## config.mk

```make
export PLATFORM = sky130hd
export DESIGN_NAME = inst_sequencer
export DESIGN_NICKNAME = d
export VERILOG_FILES = /design/src/rtl/inst_sequencer.sv
export SDC_FILE = /design/constraint.sdc
export NUM_CORES = 1
export LEC_CHECK = 0
export ABC_AREA = 1
export BUFFER_PORTS_ARGS = -buffer_cell sky130_fd_sc_hd__buf_2
export CAP_MARGIN = 20
export CORE_UTILIZATION = 25
export CTS_CLUSTER_DIAMETER = 150
export DETAILED_ROUTE_END_ITERATION = 12
export PLACE_DENSITY = 0.36
export SYNTH_ARGS = -nofsm -noshare
export SYNTH_HDL_FRONTEND = slang
export SYNTH_SLANG_ARGS = --single-unit
```

## constraint.sdc

```tcl
create_clock -name clk -period 3.9 [get_ports clk]
set_input_delay 0.78 -clock clk [delete_from_list [all_inputs] [get_ports clk]]
set_output_delay 0.78 -clock clk [all_outputs]
set_load 0.01 [all_outputs]
```

## src/rtl/inst_sequencer.sv

```systemverilog
// inst_sequencer: autonomous generator of the 34-bit core instruction word,
// sequencing weight/activation fills, kernel load, execute per kij, then the OFIFO drain.
module inst_sequencer #(
  parameter int          COL      = 8,
  parameter int          ROW      = 8,
  parameter int          NUM_KIJ  = 9,
  parameter int          LEN_NIJ  = 36,
  parameter int          LOAD_CYC = 72,
  parameter int          GAP_CYC  = 11,
  parameter int          EXEC_CYC = (ROW + COL) * LEN_NIJ + 10,
  parameter int          NUM_OUT  = 17,
  parameter logic [10:0] W_BASE   = 11'h400
) (
  input  logic        clk,
  input  logic        reset,
  input  logic        start,
  input  logic        ofifo_valid,
  output logic [33:0] inst,
  output logic        busy,
  output logic        done,
  output logic        out_strobe,
  output logic [3:0]  kij_idx
);
  localparam logic [33:0] IDLE_W = 34'h1800C0000;
  typedef enum logic [3:0] {
    S_IDLE, S_WFILL, S_WLOAD, S_GAP, S_AFILL, S_EXEC, S_WAIT, S_HOLD, S_DONE
  } state_t;
  state_t      st_q, st_d;
  logic [31:0] c_q, c_d, n_q, n_d;
  logic [3:0]  kij_q, kij_d;
  logic [33:0] inst_q, inst_d;
  logic        done_q, done_d, strobe_q, strobe_d;
  logic        cen_x, l0_wr, l0_rd, ex, ld, rd;
  logic [10:0] a_x, w_addr;
  assign w_addr = W_BASE + 11'(kij_q * COL);
  always_comb begin
    st_d = st_q;
    c_d = c_q + 32'd1;
    n_d = n_q;
    kij_d = kij_q;
    cen_x = 1'b1;
    a_x = '0;
    {l0_wr, l0_rd, ex, ld, rd, done_d, strobe_d} = '0;
    case (st_q)
      S_IDLE: begin
        c_d = '0;
        if (start) begin
          st_d = S_WFILL;
          kij_d = '0;
          n_d = '0;
        end
      end
      S_WFILL: begin
        cen_x = c_q > COL;
        a_x = c_q > COL + 1 ? '0 : w_addr + 11'(c_q < COL ? c_q : COL - 1);
        l0_wr = c_q >= 1 && c_q <= COL + 1;
        if (c_q == COL + 2) begin
          st_d = S_WLOAD;
          c_d = '0;
        end
      end
      S_WLOAD: begin
        ld = c_q < LOAD_CYC;
        l0_rd = ld;
        if (c_q == LOAD_CYC) begin
          st_d = S_GAP;
          c_d = '0;
        end
      end
      S_GAP: if (c_q == GAP_CYC - 1) begin
        st_d = S_AFILL;
        c_d = '0;
      end
      S_AFILL: begin
        cen_x = c_q >= LEN_NIJ;
        a_x = c_q > LEN_NIJ ? '0 : 11'(c_q < LEN_NIJ ? c_q : LEN_NIJ - 1);
        l0_wr = c_q >= 1 && c_q <= LEN_NIJ;
        if (c_q == LEN_NIJ + 1) begin
          st_d = S_EXEC;
          c_d = '0;
        end
      end
      S_EXEC: begin
        ex = c_q < EXEC_CYC;
        l0_rd = ex;
        if (c_q == EXEC_CYC) begin
          c_d = '0;
          st_d = kij_q == 4'(NUM_KIJ - 1) ? S_WAIT : S_WFILL;
          kij_d = kij_q == 4'(NUM_KIJ - 1) ? kij_q : kij_q + 4'd1;
        end
      end
      // The wait cycle that sees ofifo_valid issues the read itself, so back-to-back reads are 4 cycles apart
      S_WAIT: begin
        c_d = '0;
        rd = ofifo_valid;
        if (ofifo_valid) st_d = S_HOLD;
      end
      S_HOLD: if (c_q == 32'd2) begin
        c_d = '0;
        strobe_d = 1'b1;
        n_d = n_q + 32'd1;
        st_d = n_q + 32'd1 < NUM_OUT ? S_WAIT : S_DONE;
      end
      S_DONE: begin
        done_d = 1'b1;
        c_d = '0;
        st_d = S_IDLE;
      end
      default: st_d = S_IDLE;
    endcase
    inst_d = {rd, 2'b11, 11'd0, cen_x, 1'b1, a_x, rd, 2'b00, l0_rd, l0_wr, ex, ld};
  end
  always_ff @(posedge clk or negedge reset) begin
    if (!reset) begin
      st_q <= S_IDLE;
      c_q <= '0;
      n_q <= '0;
      kij_q <= '0;
      inst_q <= IDLE_W;
      done_q <= 1'b0;
      strobe_q <= 1'b0;
    end else begin
      st_q <= st_d;
      c_q <= c_d;
      n_q <= n_d;
      kij_q <= kij_d;
      inst_q <= inst_d;
      done_q <= done_d;
      strobe_q <= strobe_d;
    end
  end
  assign inst = inst_q;
  assign busy = st_q != S_IDLE;
  assign done = done_q;
  assign out_strobe = strobe_q;
  assign kij_idx = kij_q;
endmodule

```

# [Word-level counts from Yosys, hierarchy flattened]
# Cells that the tools add are included.
[totals] ff_bits=92 latchBits=0 ramBits=0 rom_bits=0 inputBits=4 elab_cells=96 n_memories=0
[classes] add_sub_neg=5 mul=0 n_div=0 n_lt_le_gt_ge=12 eq_ne=23 shifts=0 mux=38 bitwise=0 n_reduce_logical=11
[op_table] operator="$mux 32" count=7
[op_table] operator="$pmux 32 s6" count=1
[op_table] operator="$add 32x1->32 const B" count=2
[op_table] operator="$gt 32x4->1 const B" count=2
[op_table] operator="$pmux 32 s2" count=1
[op_table] operator="$mux 4" count=12
[op_table] operator="$mux 11" count=4
[op_table] operator="$eq 32x10->1 const B" count=1
[op_table] operator="$eq 32x2->1 const B" count=1
[op_table] operator="$eq 32x4->1 const B" count=1
[op_table] operator="$eq 32x6->1 const B" count=1
[op_table] operator="$eq 32x7->1 const B" count=1
[op_table] operator="$ge 32x1->1 const B" count=1
[op_table] operator="$ge 32x6->1 const B" count=1
[op_table] operator="$gt 32x6->1 const B" count=1
[op_table] operator="$le 32x4->1 const B" count=1
[op_table] operator="$le 32x6->1 const B" count=1
[op_table] operator="$lt 32x10->1 const B" count=1
[op_table] operator="$lt 32x4->1 const B" count=1
[op_table] operator="$lt 32x5->1 const B" count=1
[op_table] operator="$lt 32x6->1 const B" count=1
[op_table] operator="$lt 32x7->1 const B" count=1
[op_table] operator="$pmux 4 s8" count=1
[op_table] operator="$pmux 11 s2" count=1
[op_table] operator="other kinds (21)" count=43

# [Logic depth before layout (Yosys ltp)]
[depth] word_depth=5 mapped_depth=17 ltp_nobuf=17

# [Worst setup path before layout]
# OpenSTA, ideal clock, no wires.
[synth_path] kind="register to register" from="reg c_q[0]" to="reg c_q[24]" t_arrival_ps=1771 required_time_ps=3780 setup_slack_ps=2009 stages_incl_launch_ff=14 path_buffers=0 synth_period_minus_slack_ps=1891 cell_sequence="dfrtp_1 ha_1 nand2_2 inv_2 nand3_2 nor2_2 nand2_1 nor2_1 nand2_1 nor2_2 nand2_1 nor3_1 xor2_1 nor2_1"
[synth_via] elab_chain_cells=3 word_cells_on_any_way=12 cone_classes="add/sub (1); eq/ne (5); mux (6)"
[synth_lines] element="start: declaration" line="29" rtl="logic [31:0] c_q, c_d, n_q, n_d;"
[synth_lines] element="start signal: assignment" line="116" rtl="c_q <= '0;"
[synth_lines] element="start signal: assignment" line="124" rtl="c_q <= c_d;"
[synth_lines] element="$add 32x1->32, or another cell as far along" line="38" rtl="c_d = c_q + 32'd1;"
[synth_lines] element="$mux 32 (on tied branches)"
[synth_lines] element="$pmux 32 s6 (*)" line="44" rtl="case (st_q)"
[synth_lines] element="net c_d[24]" line="29"
# The timed path passes the listed nets; every way through them passes the cells marked *.
# A chain may end at the register's enable or synchronous reset.

# [Worst setup path in the final report]
[layout_path] from="reg c_q[0]" to="reg n_q[26]"
[layout_via] elab_chain_cells=3
[layout_lines] element="$eq 32x2->1" line="98" rtl="S_HOLD: if (c_q == 32'd2) begin"
[layout_lines] element="$ne 2x2->1 (no source line)"
[layout_lines] element="$reduce_and 3->1 (no source line)"
[layout_lines] element="end signal: assignment" line="125" rtl="n_q <= n_d;"
[layout_lines] element="end: declaration" line="29"
# No other way between the ends.

==> metrics.txt <==
result of the run=finished clean; Layout Nets=882; Static Leak=3.056 nW; post-route setup TNS=0 ps; sort of element at the start of the critical path=flop; final routed DRC violation total=0; area delta synth->final=12.09%; first drt pass iteration count=5; placed inst area=6405 um2; Seq. cell area=2278 um2; Clk Latency, worst-skew pair=between 300 and 400 ps; Max rail drop VDD=~0.0002 V; total power density per cell area=284.1 nW/um2; routed wire length per instance=13.76 um; max-slew headroom at the worst pin=0.3289; number of warnings reported in the yosys synthesis log=0; via count of the first global-routing pass=~5200; GRT Util Overall=0.1453; Worst Max-Slew Pin Slew=1006 ps; initial antenna violation count=0; average footprint of a synthesized cell=7.183 um2; CTS tree=yes; post-CTS resize count=0; number of sinks driven by the clock tree=91; area of the die=24550 um2; Post-Route Skew=between 10 and 15 ps; # fillers=roughly 2600; number of buffers inserted by port buffering=28; dominant synthesized flop cell=sky130_fd_sc_hd__dfrtp_1; crit path max fanout=28; time the final worst path needs with I/O delays and setup=2570 ps; required time of the worst setup path=4130 ps; first-pass GRT wire length=approximately 28000 um; starting density of the core=0.2549; detailed-route via count=5136; cells taking the most area after synthesis=sky130_fd_sc_hd__dfrtp_1 38%, sky130_fd_sc_hd__nand2_1 13%, sky130_fd_sc_hd__nor2_1 8.3%; pin count of the biggest net entering global routing=64; worst hold margin=507.2 ps; Boundary Pins=45; type of the worst min-delay path=reg -> reg; DPL Wire Length=12380 um; post-synthesis async set-or-reset flop share=1.000; number of routed nets with antenna violations=0; fraction of the cycle the final worst path needs=0.6589; number of DRC markers after the initial detailed-route iteration=190; height of the die=156.7 um; WP data arrival=2800 ps; capturing element type of the critical path=flop; vias per cell=4.320; cell taking the most area after synthesis=sky130_fd_sc_hd__dfrtp_1; number of placement rows=56; fmax=389.2 MHz; number of max-slew violations in the final report=0; setup repair after global routing missed its margin=no; width of the die=156.7 um; H-Tree Depth=3; area of the multi-input gates=3178 um2; post-route cell area=between 6000 and 7000 um2; share of post-route cells with drive strength above 1=0.1161; final number of hold-violating endpoints=0; Max Cap Viol=0; final-report setup violation count=0; final wirelength=approximately 16000 um; crit path kind=reg -> reg; hold-fix buffers at CTS=0; clock-pin slew of the registers on the worst-case setup and hold paths=80 ps; master cell of the clock root buffer=sky130_fd_sc_hd__clkbuf_16; cell area after synthesis=5983 um2; number of buffers on the longest clock path=2; floorplan core area=about 23000 um2; Total Power Consumption=1.905 mW; post-synthesis sequential element count=between 90 and 100; Post-synth EDFFs=0; number of buffers created by CTS=9; RePlAce Congestion=0.7937; number of standard cells after synthesis=833; ANT cells=0; number of buffers added for setup after CTS=0; library cells used by synthesis=47; fraction of synthesized cell area taken by the top area cell type=0.3764; part of the Yosys area used for sequential elements=0.3808; total global routing overflow=0
-- layer usage --
| layer | track usage | share of wire | wire (um) |
|---|---|---|---|
| met1 | 0.1926 | 0.49 | 8003 |
| met2 | 0.2442 | 0.48 | 7780 |
| met3 | 0.02935 | 0.028 | 457 |
| met4 | 0.02661 | 0.0072 | 117 |
| met5 | 0 | 0 | 0 |
-- cell usage after synthesis (2+ instances only) --
library cell / n
sky130_fd_sc_hd__nand2_1: 214
sky130_fd_sc_hd__nor2_1: 133
sky130_fd_sc_hd__dfrtp_1: 90
sky130_fd_sc_hd__inv_1: 88
sky130_fd_sc_hd__nand3_1: 51
sky130_fd_sc_hd__o21ai_0: 29
sky130_fd_sc_hd__xor2_1: 26
sky130_fd_sc_hd__buf_4: 19
sky130_fd_sc_hd__nand4_1: 19
sky130_fd_sc_hd__nor2_2: 18
sky130_fd_sc_hd__nor3_1: 18
sky130_fd_sc_hd__o31ai_1: 15
sky130_fd_sc_hd__a21oi_1: 13
sky130_fd_sc_hd__ha_1: 12
sky130_fd_sc_hd__nor4_1: 10
sky130_fd_sc_hd__inv_2: 7
sky130_fd_sc_hd__nor2_4: 6
sky130_fd_sc_hd__buf_2: 5
sky130_fd_sc_hd__o21ai_1: 5
sky130_fd_sc_hd__clkbuf_1: 4
sky130_fd_sc_hd__nand2_2: 4
sky130_fd_sc_hd__nand3b_1: 4
sky130_fd_sc_hd__a21oi_2: 3
sky130_fd_sc_hd__a31oi_1: 3
sky130_fd_sc_hd__buf_6: 3
sky130_fd_sc_hd__nand3_2: 3
sky130_fd_sc_hd__nor3_2: 3
sky130_fd_sc_hd__o211ai_1: 3
sky130_fd_sc_hd__and2_1: 2
sky130_fd_sc_hd__conb_1: 2
sky130_fd_sc_hd__inv_4: 2
sky130_fd_sc_hd__o21bai_1: 2
sky130_fd_sc_hd__or2_2: 2
sky130_fd_sc_hd__xnor2_1: 2
-- worst max-delay path, stage by stage (launching register included) --
cell                      delay [ps]
sky130_fd_sc_hd__dfrtp_1         420
sky130_fd_sc_hd__inv_1           150
sky130_fd_sc_hd__ha_1            240
sky130_fd_sc_hd__nand2_1         140
sky130_fd_sc_hd__nor4_4           70
sky130_fd_sc_hd__o21ai_2         780
sky130_fd_sc_hd__buf_4           320
sky130_fd_sc_hd__inv_4           130
sky130_fd_sc_hd__nand3_1          90
sky130_fd_sc_hd__o21ai_0          80
-- flip-flops by register name, summed over array words and instances, names as in the netlist --
register	count
out_strobe	1
c_q	32
st_q	4
n_q	32
inst	17
kij_idx	4
done	1
-- report_power, final --
part	switching (mW)	internal [mW]
Clock	0.416	0.506
Combinational	0.0324	0.00659
Sequential	0.000231	0.944
-- metrics by stage --
stage	utilization	worst slack, ps	cells
global placement	0.2729	1335	1173
finish	0.2857	1330	1189
global route	0.2857	1016	1189
floorplan	-	2009	854
detailed placement	0.2729	1328	1173
CTS	0.2857	1293	1189
-- cells by family (layout without fill, tap and decap cells) --
| group | Yosys count | count (layout) | synth area share |
|---|---|---|---|
| buf+inv | 130 | 146 | 0.1012 |
| compound gates | 77 | 77 | 0.07737 |
| fa+ha+maj | 13 | 13 | 0.02844 |
| flops | 91 | 91 | 0.3808 |
| simple gates | 492 | 492 | 0.3699 |
| xor+xnor | 28 | 28 | 0.04099 |
| other cells | 2 | 23 | 0.001255 |
-- final cells by class --
| class | instances | area share |
|---|---|---|
| inverter | 97 | 0.05504 |
| multi-input combinational | 633 | 0.4739 |
| clock buffer | 10 | 0.03414 |
| timing repair buffer | 33 | 0.02687 |
| sequential | 91 | 0.3397 |
| tap | 319 | 0.05951 |
| clock inverter | 6 | 0.01082 |
-- cell usage in the layout, fill, tap and decap left out, types with 12 or more instances in the layout --
master	instances
sky130_fd_sc_hd__a21oi_1	13
sky130_fd_sc_hd__buf_2	27
sky130_fd_sc_hd__conb_1	23
sky130_fd_sc_hd__dfrtp_1	90
sky130_fd_sc_hd__ha_1	12
sky130_fd_sc_hd__inv_1	88
sky130_fd_sc_hd__nand2_1	214
sky130_fd_sc_hd__nand3_1	51
sky130_fd_sc_hd__nand4_1	19
sky130_fd_sc_hd__nor2_1	133
sky130_fd_sc_hd__nor2_2	18
sky130_fd_sc_hd__nor3_1	18
sky130_fd_sc_hd__o21ai_0	29
sky130_fd_sc_hd__o31ai_1	15
sky130_fd_sc_hd__xor2_1	26
-- worst paths after layout --
check	from	endpoint	cells after the start	slack, ps
max in group asynchronous	reset	n_q[4]	2	2560
hold reg to reg	st_q[2]	done	1	510
min in group asynchronous	reset	inst[15]	1	540
setup reg to reg	c_q[0]	n_q[26]	9	1330
setup / recovery	c_q[0]	n_q[26]	9	1330
hold / removal	st_q[2]	done	1	510
Power figures use the tool's default switching activity.
